$ cat src/rtl/gap_wall_pkg.sv
// Shared types and constants for the gap wall obstacle.
// Optional collision latch in gap_wall_gen is enabled by defining GAP_WALL_HIT_EN.
package gap_wall_pkg;

    // Motion state of the gap.
    typedef enum logic [1:0] {
        IDLE = 2'd0,
        DOWN = 2'd1,
        UP   = 2'd2
    } state_t;

    // Active VGA playfield.
    localparam int unsigned H_ACTIVE = 640;
    localparam int unsigned V_ACTIVE = 480;

    // Default coordinate width (covers 0..1023).
    localparam int unsigned COORD_W_DEF = 10;

endpackage

$ cat src/rtl/gap_motion_fsm.sv
// Gap motion: IDLE/DOWN/UP state register and the gap_y bounce counter.
// Bound arithmetic is one bit wider than the coordinates, so nothing wraps.
module gap_motion_fsm
    import gap_wall_pkg::*;
#(
    parameter int unsigned COORD_W   = COORD_W_DEF,
    parameter int unsigned Y_TOP     = 10,
    parameter int unsigned Y_BOT     = 470,
    parameter int unsigned GAP_START = 150,
    parameter int unsigned STEP      = 1
) (
    input  logic               clk,
    input  logic               reset,
    input  logic               load,
    input  logic               start,
    input  logic               frame,
    input  logic               move_en,
    input  logic [COORD_W:0]   gap_len,
    output logic [COORD_W-1:0] gap_y,
    output logic               dir_up
);

    localparam int unsigned W = COORD_W + 1;

    state_t             state_q, state_d;
    logic [COORD_W-1:0] gap_y_q, gap_y_d;
    logic [W-1:0]       gap_ext;
    logic [W-1:0]       gap_bot;

    // State and gap position registers.
    always_ff @(posedge clk) begin
        if (reset) begin
            state_q <= IDLE;
            gap_y_q <= COORD_W'(GAP_START);
        end else begin
            state_q <= state_d;
            gap_y_q <= gap_y_d;
        end
    end

    // Next state: load > start > frame; a gap that already overhangs the
    // bottom (after a gap_sel change) is pulled back flush to Y_BOT.
    always_comb begin
        state_d = state_q;
        gap_y_d = gap_y_q;
        gap_ext = {1'b0, gap_y_q};
        gap_bot = gap_ext + gap_len - W'(1);
        if (load) begin
            state_d = IDLE;
            gap_y_d = COORD_W'(GAP_START);
        end else if (state_q == IDLE) begin
            if (start) begin
                state_d = DOWN;
            end
        end else if (frame && move_en) begin
            if (gap_bot > W'(Y_BOT)) begin
                state_d = UP;
                gap_y_d = COORD_W'(W'(Y_BOT) - gap_len + W'(1));
            end else if (state_q == DOWN) begin
                if (gap_bot + W'(STEP) > W'(Y_BOT)) begin
                    state_d = UP;
                end else begin
                    gap_y_d = gap_y_q + COORD_W'(STEP);
                end
            end else begin
                if (gap_ext < W'(Y_TOP + STEP)) begin
                    state_d = DOWN;
                end else begin
                    gap_y_d = gap_y_q - COORD_W'(STEP);
                end
            end
        end
    end

    assign gap_y  = gap_y_q;
    assign dir_up = (state_q == UP);

endmodule

$ cat src/rtl/gap_wall_gen.sv
// Vertical obstacle wall with a bouncing gap; registered per-pixel output.
// Define GAP_WALL_HIT_EN to add player_px/hit: a sticky collision flag that
// freezes gap motion until reset or load.
module gap_wall_gen
    import gap_wall_pkg::*;
#(
    parameter int unsigned COORD_W   = COORD_W_DEF,
    parameter int unsigned X_LEFT    = 208,
    parameter int unsigned WALL_W    = 9,
    parameter int unsigned Y_TOP     = 10,
    parameter int unsigned Y_BOT     = 470,
    parameter int unsigned GAP_START = 150,
    parameter int unsigned MIN_GAP   = 16,
    parameter int unsigned STEP      = 1
) (
    input  logic               clk,
    input  logic               reset,
    input  logic               frame,
    input  logic               start,
    input  logic               load,
    input  logic               run,
    input  logic               flash,
    input  logic [2:0]         gap_sel,
    input  logic [COORD_W-1:0] px,
    input  logic [COORD_W-1:0] py,
    output logic               wall,
    output logic               wall_raw,
    output logic [COORD_W-1:0] gap_y,
    output logic               dir_up
`ifdef GAP_WALL_HIT_EN
    ,
    input  logic               player_px,
    output logic               hit
`endif
);

    localparam int unsigned W = COORD_W + 1;

    logic [W-1:0] gap_len;
    logic [W-1:0] px_ext, py_ext, gy_ext;
    logic         in_col, in_rows, in_gap, raw_term;
    logic         wall_q, wall_d;
    logic         wall_raw_q, wall_raw_d;
    logic         move_en;

    gap_motion_fsm #(
        .COORD_W   (COORD_W),
        .Y_TOP     (Y_TOP),
        .Y_BOT     (Y_BOT),
        .GAP_START (GAP_START),
        .STEP      (STEP)
    ) u_motion (
        .clk     (clk),
        .reset   (reset),
        .load    (load),
        .start   (start),
        .frame   (frame),
        .move_en (move_en),
        .gap_len (gap_len),
        .gap_y   (gap_y),
        .dir_up  (dir_up)
    );

    // Pixel compare against the current gap window.
    always_comb begin
        gap_len    = W'(MIN_GAP) + W'({gap_sel, 5'b0_0000});
        px_ext     = {1'b0, px};
        py_ext     = {1'b0, py};
        gy_ext     = {1'b0, gap_y};
        in_col     = (px_ext >= W'(X_LEFT)) && (px_ext <= W'(X_LEFT + WALL_W - 1));
        in_rows    = (py_ext >= W'(Y_TOP)) && (py_ext <= W'(Y_BOT));
        in_gap     = (py_ext >= gy_ext) && (py_ext <= gy_ext + gap_len - W'(1));
        raw_term   = in_col && in_rows && !in_gap;
        wall_raw_d = raw_term;
        wall_d     = raw_term && (run || flash);
    end

    // Pixel output registers (one cycle behind px/py).
    always_ff @(posedge clk) begin
        if (reset) begin
            wall_q     <= 1'b0;
            wall_raw_q <= 1'b0;
        end else begin
            wall_q     <= wall_d;
            wall_raw_q <= wall_raw_d;
        end
    end

    assign wall     = wall_q;
    assign wall_raw = wall_raw_q;

`ifdef GAP_WALL_HIT_EN
    logic hit_q, hit_d;

    // Sticky collision flag; load clears it along with the gap.
    always_comb begin
        hit_d = hit_q;
        if (load) begin
            hit_d = 1'b0;
        end else if (raw_term && player_px) begin
            hit_d = 1'b1;
        end
    end

    // Collision flag register.
    always_ff @(posedge clk) begin
        if (reset) begin
            hit_q <= 1'b0;
        end else begin
            hit_q <= hit_d;
        end
    end

    assign hit     = hit_q;
    assign move_en = run && !hit_q;
`else
    assign move_en = run;
`endif

endmodule

$ cat config.mk
export PLATFORM = sky130hd
export DESIGN_NAME = gap_wall_gen
export DESIGN_NICKNAME = d
export VERILOG_FILES = /design/src/rtl/gap_wall_pkg.sv /design/src/rtl/gap_motion_fsm.sv /design/src/rtl/gap_wall_gen.sv
export SDC_FILE = /design/constraint.sdc
export NUM_CORES = 1
export LEC_CHECK = 0
export CORE_MARGIN = 1.5
export CORE_UTILIZATION = 29
export CTS_BUF_LIST = sky130_fd_sc_hd__clkbuf_16
export CTS_CLUSTER_DIAMETER = 150
export CTS_CLUSTER_SIZE = 20
export DETAILED_ROUTE_END_ITERATION = 16
export HOLD_SLACK_MARGIN = 0.15
export SLEW_MARGIN = 20
export SYNTH_ARGS = -nofsm -noshare
export SYNTH_HDL_FRONTEND = slang
export SYNTH_SLANG_ARGS = --single-unit
$ cat constraint.sdc
create_clock -name clk -period 8.3 [get_ports clk]
set_clock_uncertainty 0.15 [all_clocks]
set_input_delay 1.66 -clock clk [delete_from_list [all_inputs] [get_ports clk]]
set_output_delay 1.66 -clock clk [all_outputs]
set_load 0.02 [all_outputs]
; ---- Yosys cells after proc, flatten, opt, wreduce, memory -nomap -nowiden
; Index checks and enable logic that the tools add are counted.
[word_totals]
regBits = 14
in_bits = 30
out_inout_bits = 13
wordCells = 54
[classes]
n_addsub = 8
magnitude_cmp = 9
n_eq_ne = 6
n_mux = 11
bitwise = 1
reduce_logical = 15
[ops]
columns = op, count
row1 = 2-to-1 mux 10 bit, 4
row2 = "greater-than comparator 11 x 9 -> 1 bit, second input constant", 2
row3 = "adder 10 x 1 -> 10 bit, second input constant", 2
row4 = 2-to-1 mux 2 bit, 7
row5 = adder 10 x 9 -> 11 bit, 1
row6 = "adder 11 x 1 -> 11 bit, second input constant", 1
row7 = <= comparator 10 x 11 -> 1 bit, 1
row8 = "subtractor 11 x 1 -> 11 bit, second input constant", 1
row9 = greater-or-equal comparator 10 bit, 1
row10 = "greater-or-equal comparator 10 x 4 -> 1 bit, second input constant", 1
row11 = "greater-or-equal comparator 10 x 8 -> 1 bit, second input constant", 1
row12 = "<= comparator 10 x 8 -> 1 bit, second input constant", 1
row13 = "<= comparator 10 x 9 -> 1 bit, second input constant", 1
row14 = "< comparator 10 x 4 -> 1 bit, second input constant", 1
row15 = "subtractor 10 x 1 -> 10 bit, second input constant", 1
row16 = "subtractor 9 x 9 -> 10 bit, first input constant", 1
row17 = "adder 5 x 8 -> 9 bit, first input constant", 1
row18 = AND reduction 4 bit, 2
row19 = logical AND 1 bit, 7
row20 = "!= test 4 x 2 -> 1 bit, second input constant", 1
row21 = nonzero test 4 bit, 1
row22 = "!= test 3 x 1 -> 1 bit, second input constant", 1
row23 = "!= test 3 x 2 -> 1 bit, second input constant", 1
row24 = "== test 2 x 1 -> 1 bit, second input constant", 1
row25 = 8 further kinds, 8

; ---- Longest topological paths before layout
; Gate-level depths: netlist of run 1.
[logic_depth]
ltp_word = 10
depth_mapped = 14
depth_no_buf = 12

; ---- Cells and area by module
; Synthesis of run 1 repeated with hierarchy kept, for this count alone.
[unflattened]
cells_unflattened = 400
hier_area_um2 = 2986.6
[modules_own_cells]
columns = mod, n_inst, cells_each, area_each_um2, seq_area_each_um2
row1 = gap_motion_fsm, 1, 292, 2159.6, 240.2
row2 = gap_wall_gen, 1, 108, 827.0, 40.0

; ---- Worst setup path before layout of run 1
; Ideal clock, no wire load.
[synth_path]
path_kind = in2reg
from = input port gap_sel[0]
to = register u_motion.gap_y_q[1], in the netlist u_motion.gap_y[1]
setup_time_ns = 0.140
t_arrival_ns = 3.801
t_required_ns = 8.010
slack_ns = 4.209
cell_stages = 10
path_buffers = 0
cell_sequence = ha_1 -> nand2_1 -> o21a_1 -> xnor2_1 -> inv_1 -> a21o_1 -> a211o_2 -> a311o_4 -> a21oi_1 -> o21ai_1
[synth_between]
elab_chain_len = 7
word_cells_on_any_way = 10
cone_classes = 4 x add/sub / 2 x order compare / 2 x eq/ne / 1 x mux / 1 x reduce/logical
[synth_rtl]
columns = item, line
row1 = start: declaration, gap_wall_gen.sv:23  ; input logic [2:0] gap_sel,
row2 = adder 5 x 8 -> 9 bit *, gap_wall_gen.sv:66  ; gap_len = W'(MIN_GAP) + W'({gap_sel, 5'b0_0000});
row3 = adder 10 x 9 -> 11 bit *, gap_motion_fsm.sv:47  ; gap_bot = gap_ext + gap_len - W'(1);
row4 = subtractor 11 x 1 -> 11 bit *, gap_motion_fsm.sv:47
row5 = adder 11 x 1 -> 11 bit, gap_motion_fsm.sv:60  ; if (gap_bot + W'(STEP) > W'(Y_BOT)) begin
row6 = greater-than comparator 11 x 9 -> 1 bit, gap_motion_fsm.sv:60
row7 = != test 3 x 2 -> 1 bit (no source line), --
row8 = AND reduction 4 bit (no source line), --
row9 = end signal: assignment, gap_motion_fsm.sv:34  ; gap_y_q <= COORD_W'(GAP_START);
row10 = end signal: assignment, gap_motion_fsm.sv:37  ; gap_y_q <= gap_y_d;
row11 = end: declaration, gap_motion_fsm.sv:26  ; logic [COORD_W-1:0] gap_y_q, gap_y_d;
; Mark *: on every way between the ends. The rest lies on a longest branch, timed or not.
; A chain may end at the register's enable or synchronous reset.

; ---- Worst setup path in the final report of run 1
[layout_path]
from = input port gap_sel[0]
to = register u_motion.gap_y_q[7], in the netlist u_motion.gap_y[7]
[layout_between]
elab_chain_len = 7
word_cells_on_any_way = 12
cone_classes = 6 x add/sub / 2 x order compare / 2 x eq/ne / 1 x mux / 1 x reduce/logical
[layout_rtl]
columns = item, line
row1 = adder 5 x 8 -> 9 bit *, gap_wall_gen.sv:66
row2 = adder 10 x 9 -> 11 bit, gap_motion_fsm.sv:47
row3 = subtractor 11 x 1 -> 11 bit, gap_motion_fsm.sv:47
row4 = adder 11 x 1 -> 11 bit, gap_motion_fsm.sv:60
row5 = greater-than comparator 11 x 9 -> 1 bit, gap_motion_fsm.sv:60
row6 = != test 3 x 2 -> 1 bit (no source line), --
row7 = AND reduction 4 bit (no source line), --
; Marked as above.

==> metrics, run 1 <==
clk root buf=clkbuf_16; # fillers=812; die width=92.7 um; type of the worst min-delay path=flop to flop; Switch Pwr=73.7 uW; post-place setup slack=3.41 ns; Worst Path Arrival=4.62 ns; antenna violations before repair=0; Slew HR=46.7%; Core ar.=7770 sq um; P_int=172 uW; overall routing resource usage=15.6%; R2R Path Start=u_motion.gap_y[0]; area occupied by multi-input gates=1900 sq um; endpoints failing setup=0; vias in the first global route=2310; Nets=391; post-CTS setup repair buffer count=0; final wirelength=6620 um; ratio of final minimum period to clock period=56.3%; die area=8580 sq um; Initial Util=30.0%; P per Cell Area=84.8 nW/um^2; # clock sinks=14; Required @ worst endpoint=8.24 ns; Crit. Startpoint=gap_sel[0]; Placed Cells=422; Longest Clk Path Bufs=2; clock latency on the worst-skew pair=0.24 ns; cts hold-fix bufs=0; Reg area=280 sq um; sequential area share after synthesis=12.0%; Ant. Diodes=0; maximum VDD drop=0.0855 mV; r2r worst-path depth=10; Synth Register Bits=14; r2r setup slk=4.36 ns; final hold viol count=0; Worst setup EP type=flop; Pre-Repair DR Iteration Count=4; Peak Freq=214 MHz; post-synth top area share=18.8%; clock slew at reported path FFs=0.05 ns; YS warnings=0; largest net degree at the start of global routing=18; cells resized by post-CTS repair=0; setup TNS=0 ns; Ports=43; MaxCap Viol Count=0; critical path, cell by cell=clkdlybuf4s50_1, ha_1, nand2_1, o21a_1, xnor2_1, inv_1, a21o_1, a211o_2, a311o_4, nand2_4, a31oi_1; # H-tree levels=1; sw frac=30.0%; clock network power share=37.9%; CTS Buf Count=3; Die Y-Extent=92.7 um; average wire per standard cell=15.5 um; Net Count, Synth=355; slowest CP cell=clkdlybuf4s50_1; Reg power frac=28.3%; Pleak=1.08 nW; syn avg cell area=8.07 sq um; Avg Vias per Cell=5.46; unique cell type count in the Yosys netlist=71; HP Start=u_motion.gap_y[9]; Iteration-0 DRC Markers=200; status=completed; # rows=32; Final ANT Viol Nets=0; CP Launch Type=primary input; Mapped Area=2330 sq um; Worst-Margin Slew=0.799 ns; Final min period=4.67 ns; TritonCTS clock tree=built; Area contributors post-synth=ha_1 (19%), dfxtp_1 (12%), a21oi_1 (5.2%); post-synthesis cell count=289; post-synth top area cell=ha_1; Hold EP=u_motion.gap_y[9]; Slew Limit Fails=0; final std cells w/o fill=426; Crit Path Class=primary input to flop; Logic pwr share=33.7%; layout cell share with drive strength beyond 1=7.41%; CP max stage delay=0.51 ns; via count=2325; unrepaired setup endpoints after global routing=no; IO Port Bufs=42; P&R area growth vs syn=24.0%; first-pass GRT wire length=11000 um; RePlAce Congestion=0.883; asr flop ratio synth=0%; Synth Flop Type=dfxtp_1; reg2reg end=u_motion.gap_y[7]; Hold Path Depth=2; DRC=0; Setup WS post-layout=3.63 ns; total gr overflow=0; number of synthesized flops with an enable pin=0; DP Wirelength=5260 um; crit-path max FO=6
==> synthesized netlist by cell type, types with 4 or more instances <==
master and number:
nor2_1 18, nor4_1 5, o21ai_0 14, o21a_1 8, xor2_1 6, o211ai_1 4, nand4_1 5, a21o_1 6
nand2_1 10, a21oi_1 24, a211oi_1 4, a31oi_1 4, xnor2_1 12, dfxtp_1 14, nor3_1 10, inv_1 20
o21ai_1 4, ha_1 35, o31ai_1 4, nand3_1 9
==> kinds of logic (layout without fill, tap and decap cells) <==
group           after synthesis  count (layout)  share of synthesized area, %
compound gates               99              99                          31.2
xor+xnor                     19              19                          7.46
fa+ha+maj                    36              36                          19.6
buf+inv                      32              67                          6.33
flops                        14              14                          12.0
mux                           4               4                          1.82
simple gates                 85              85                          21.5
==> how the worst max path moves through the flow <==
stage | cells past startpoint | slack [ns] | to
5_1_grt | 10 | 3.37 | u_motion.gap_y[1]
3_3_place_gp | 12 | 3.43 | wall
4_1_cts | 11 | 3.65 | u_motion.gap_y[1]
2_1_floorplan | 10 | 4.21 | u_motion.gap_y[1]
6_report | 11 | 3.63 | u_motion.gap_y[7]
3_5_place_dp | 11 | 3.41 | u_motion.gap_y[1]
==> per-stage QoR <==
step / hold WS, ns / power [mW] / area, sq um / utilization (%)
after global routing: 0.446 / 0.260 / 2890 / 37.2
final: 0.411 / 0.245 / 2890 / 37.2
after detailed placement: 0.405 / 0.153 / 2810 / 36.2
after global placement: 0.411 / 0.152 / 2810 / 36.2
after CTS: 0.414 / 0.245 / 2890 / 37.2
after floorplan: 0.381 / 0.124 / 2330 / -
==> per-layer routing <==
metal | vias up | routed length [um] | GRT usage (%)
li1 | 1173 | - | -
met1 | 1077 | 3200 | 21.2
met2 | 66 | 3010 | 26.5
met3 | 9 | 330 | 1.56
met4 | 0 | 76 | 3.41
met5 | - | 0 | 0
==> worst max-delay path, delay by kind of cell <==
family	cells	cell delay [ns]
AOI/OAI and AO/OA	5	1.29
buffers and inverters	2	0.66
adders and majority gates	1	0.43
xor gates and xnor gates	1	0.33
and+or+nand+nor	2	0.23
==> layout by cell type (no fill, tap or decap), types with 4 or more instances in the layout <==
cell,synthesis,final
o31ai_1,4,4
clkdlybuf4s50_1,0,42
xor2_1,6,6
a21o_1,6,6
nor4_1,5,5
a31oi_1,4,4
o211ai_1,4,4
xnor2_1,12,12
nand2_1,10,10
o21ai_0,14,14
nor2_1,18,18
inv_1,20,20
o21a_1,8,8
a21oi_1,24,24
dfxtp_1,14,14
o21ai_1,4,4
nand3_1,9,9
a211oi_1,4,4
ha_1,35,35
nand4_1,5,5
nor3_1,10,10
==> registers in the layout, summed over array words and instances, names as in the netlist <==
| register | cells |
|---|---|
| u_motion.state_q | 2 |
| wall | 1 |
| wall_raw | 1 |
| u_motion.gap_y | 10 |
==> area by class of cell <==
type                            count  area share [%]
Clock inverter                      1           0.130
Sequential cell                    14            9.69
Inverter                           21            2.81
Clock buffer                        3            2.60
Multi-Input combinational cell    243            65.8
Tap cell                          102            4.41
Timing Repair Buffer               42            14.5
==> power by group through the flow <==
stage	logic (mW)	registers, mW	clock network (mW)
2_1_floorplan	0.0532	0.0704	0
3_3_place_gp	0.0813	0.0708	0
3_5_place_dp	0.0821	0.0709	0
4_1_cts	0.0827	0.0696	0.0929
5_1_grt	0.0933	0.0696	0.0975
6_report	0.0827	0.0695	0.0931
Power figures use the tool's default switching activity.
==> run 2: changes to the inputs <==
==> constraint.sdc (replaced) <==
create_clock -name clk -period 4.7 [get_ports clk]
set_clock_uncertainty 0.15 [all_clocks]
set_input_delay 0.94 -clock clk [delete_from_list [all_inputs] [get_ports clk]]
set_output_delay 0.94 -clock clk [all_outputs]
set_load 0.02 [all_outputs]
==> run 2 against run 1 <==
Net effect:
- worst setup slack lost 2.9 ns
- critical path type unchanged
- critical path depth unchanged
- combinational power up 78%
- sequential share of layout area decreased by 0.050 points
- design area up 0.52%
- power grew 78%
==> metrics, run 2 (synthesis results as in run 1) <==
first-pass GRT wire length=10900 um; Worst setup EP type=flop; TritonCTS clock tree=built; Ant. Diodes=0; setup TNS=0 ns; Die Y-Extent=92.7 um; largest net degree at the start of global routing=18; crit-path max FO=5; cts hold-fix bufs=0; Final min period=3.98 ns; area of placed instances=2830 sq um; overall routing resource usage=15.6%; Ports=43; Required @ worst endpoint=4.65 ns; type of the worst min-delay path=flop to flop; cells resized by post-CTS repair=0; max reg flops=10; # fillers=805; CP Launch Type=primary input; P&R area growth vs syn=24.7%; clk root buf=clkbuf_16; Nets=393; Reg area=280 sq um; commonest non-fill, non-tap cells in the layout=clkdlybuf4s50_1 (42), ha_1 (35), a21oi_1 (24); # H-tree levels=1; ratio of final minimum period to clock period=84.7%; average wire per standard cell=15.3 um; Slew HR=48.2%; area occupied by multi-input gates=1900 sq um; Worst-Margin Slew=0.757 ns; Crit Path Class=primary input to flop; Slew Limit Fails=0; total gr overflow=0; Iteration-0 DRC Markers=159; antenna violations before repair=0; Design Area, Final=2910 sq um; # rows=32; P per Cell Area=150 nW/um^2; vias in the first global route=2235; Avg Vias per Cell=5.44; # clock sinks=14; most common cell after layout, fill and taps aside=clkdlybuf4s50_1; RePlAce Congestion=0.898; layout cell share with drive strength beyond 1=7.98%; post-CTS setup repair buffer count=0; Peak Freq=251 MHz; DP Wirelength=5280 um; die area=8580 sq um; Worst Path Arrival=3.93 ns; clock slew at reported path FFs=0.05 ns; clock latency on the worst-skew pair=0.25 ns; maximum VDD drop=0.102 mV; unrepaired setup endpoints after global routing=no; final wirelength=6560 um; die width=92.7 um; status=completed; IO Port Bufs=42; CTS Buf Count=3; Final ANT Viol Nets=0; Core ar.=7770 sq um; Longest Clk Path Bufs=2; Initial Util=30.0%; final hold viol count=0; via count=2330; DRC=0; MaxCap Viol Count=0; Pleak=1.09 nW; Pre-Repair DR Iteration Count=4; endpoints failing setup=0
## run 2: final cells by class
class / instances / area share (%)
multi-input cells: 243 / 65.5
repair buffers: 44 / 15.0
flip-flops and latches: 14 / 9.64
well taps: 102 / 4.39
inverters: 21 / 2.80
clock buffers: 3 / 2.58
clock inverters: 1 / 0.129
## run 2: power breakdown
group,total [mW],switching (mW),internal (mW),leakage (nW)
Sequential,0.123,0.00253,0.120,0.113
Clock,0.166,0.0536,0.113,0.0385
Combinational,0.147,0.0759,0.0711,0.938
Total,0.436,0.132,0.304,1.09
## run 2: worst max-delay path, stage by stage
cell	delay (ns)
clkdlybuf4s50_1	0.49
ha_1	0.44
nand2_1	0.10
o21a_1	0.21
xnor2_1	0.34
inv_1	0.14
a21o_1	0.18
a211o_2	0.39
a311o_4	0.43
a21oi_1	0.17
o21ai_1	0.08
## run 2: path summary, 6_finish.rpt
kind | cells after the start | to | slack [ns] | from
min reg2reg | 2 | u_motion.gap_y[9] | 0.43 | u_motion.gap_y[9]
max | 11 | u_motion.gap_y[1] | 0.72 | gap_sel[0]
min | 2 | u_motion.gap_y[9] | 0.43 | u_motion.gap_y[9]
max reg2reg | 10 | u_motion.gap_y[1] | 0.78 | u_motion.gap_y[0]
## run 2: per-layer routing
layer  wire [um]  vias up  global-route usage (%)
li1            -     1176                       -
met1        3200     1081                    21.4
met2        2980       65                    25.9
met3         294        8                    1.81
met4          85        0                    3.91
met5           0        -                       0
## run 2: through the flow
| step | util (%) | std cells | hold WS (ns) | power [mW] | worst slack, ns |
|---|---|---|---|---|---|
| CTS | 37.4 | 428 | 0.411 | 0.438 | 0.733 |
| global route | 37.4 | 428 | 0.460 | 0.464 | 0.414 |
| global placement | 36.4 | 424 | 0.415 | 0.269 | 0.554 |
| detailed placement | 36.4 | 424 | 0.395 | 0.271 | 0.522 |
| finish | 37.4 | 428 | 0.426 | 0.436 | 0.718 |
| floorplan | - | 289 | 0.381 | 0.218 | 1.23 |
==> run 3: changes to the inputs <==
==> constraint.sdc (replaced) <==
create_clock -name clk -period 4.15 [get_ports clk]
set_clock_uncertainty 0.15 [all_clocks]
set_input_delay 0.83 -clock clk [delete_from_list [all_inputs] [get_ports clk]]
set_output_delay 0.83 -clock clk [all_outputs]
set_load 0.02 [all_outputs]
==> run 3 against run 2 <==
Net effect:
- critical path depth is 1 lower
- global-route usage is 0.054 points higher
- routed wire length is 0.44% lower
- critical endpoint unchanged
==> metrics, run 3 (synthesis results as in run 1) <==
via count=2337; Setup WS post-layout=0.359 ns; Ports=43; ratio of final minimum period to clock period=91.4%; total gr overflow=0; clk root buf=clkbuf_16; P&R area growth vs syn=26.3%; RePlAce Congestion=0.835; # rows=32; Slew HR=53.4%; Longest Clk Path Bufs=2; cts hold-fix bufs=0; Required @ worst endpoint=4.10 ns; status=completed; critical path, cell by cell=clkdlybuf4s50_1, ha_1, and3b_1, a2111oi_0, nand3_1, nand4_1, mux2_2, a311o_4, a21oi_1, o21ai_1; DP Wirelength=5340 um; Core ar.=7770 sq um; average wire per standard cell=15.1 um; final wirelength=6530 um; endpoints failing setup=0; Nets=398; CP max stage delay=0.50 ns; Final min period=3.79 ns; most common cell after layout, fill and taps aside=clkdlybuf4s50_1; Pleak=1.11 nW; slowest CP cell=clkdlybuf4s50_1; post-place setup slack=0.136 ns; setup TNS=0 ns; die area=8580 sq um; clock slew at reported path FFs=0.05 ns; Slew Limit Fails=0; hold slack final=0.436 ns; first-pass GRT wire length=11000 um; IO Port Bufs=42; overall routing resource usage=15.7%; P per Cell Area=169 nW/um^2; commonest non-fill, non-tap cells in the layout=clkdlybuf4s50_1 (42), ha_1 (35), a21oi_1 (24); unrepaired setup endpoints after global routing=no; layout cell share with drive strength beyond 1=9.37%; Avg Vias per Cell=5.40; MaxCap Viol Count=0; TritonCTS clock tree=built; max reg flops=10; vias in the first global route=2336; Worst setup EP type=flop; CP Launch Type=primary input; Peak Freq=264 MHz; type of the worst min-delay path=flop to flop; final hold viol count=0; die width=92.7 um; post-CTS setup repair buffer count=0; largest net degree at the start of global routing=15; final core occ=37.9%; Worst-Margin Slew=0.698 ns; cells resized by post-CTS repair=0; antenna violations before repair=0; DRC=0; CTS Buf Count=3; crit-path max FO=7; # H-tree levels=1; Worst Path Arrival=3.74 ns; Design Area, Final=2940 sq um; clock latency on the worst-skew pair=0.25 ns; maximum VDD drop=0.117 mV; Crit Path Class=primary input to flop; Initial Util=30.0%; Pre-Repair DR Iteration Count=4; Die Y-Extent=92.7 um; # clock sinks=14; Ant. Diodes=0; Iteration-0 DRC Markers=128; # fillers=832; Final ANT Viol Nets=0; area of placed instances=2870 sq um; area occupied by multi-input gates=1900 sq um; Reg area=280 sq um
==> run 3: metal layers <==
layer	GRT usage, %	share of wire [%]	up-vias
li1	-	-	1181
met1	21.2	48	1099
met2	26.5	46	52
met3	1.56	4.5	5
met4	3.79	1.0	0
met5	0	0	-
==> run 3: critical path, delay by kind of cell <==
kind / cells / cell delay, ns
AOI/OAI and AO/OA: 4 / 0.96
and+or+nand+nor: 3 / 0.63
buffers and inverters: 1 / 0.50
adders and majority gates: 1 / 0.43
muxes: 1 / 0.39
==> run 3: metrics by stage <==
| stage | power [mW] | cells |
|---|---|---|
| after floorplan | 0.247 | 289 |
| after global placement | 0.309 | 429 |
| after detailed placement | 0.311 | 429 |
| after CTS | 0.496 | 433 |
| after global routing | 0.527 | 433 |
| final | 0.496 | 433 |
==> run 3: path summary, 6_finish.rpt <==
kind	startpoint	endpoint	slack (ns)	cells past startpoint
max	gap_sel[2]	u_motion.gap_y[1]	0.36	10
min	u_motion.gap_y[9]	u_motion.gap_y[9]	0.44	2
max reg2reg	u_motion.state_q[0]	u_motion.gap_y[9]	0.64	11
min reg2reg	u_motion.gap_y[9]	u_motion.gap_y[9]	0.44	2
==> run 3: where the power goes <==
part           switching [mW]  total [mW]  internal (mW)
Sequential            0.00215       0.138          0.136
Clock                  0.0599       0.188          0.128
Combinational          0.0869       0.170         0.0836
Total                   0.149       0.496          0.347
==> run 3: layout make-up <==
class / count / area share, %
multi-input combinational: 243 / 64.6
timing repair buffer: 49 / 16.1
sequential: 14 / 9.52
tap: 102 / 4.33
inverter: 21 / 2.76
clock buffer: 3 / 2.55
clock inverter: 1 / 0.127
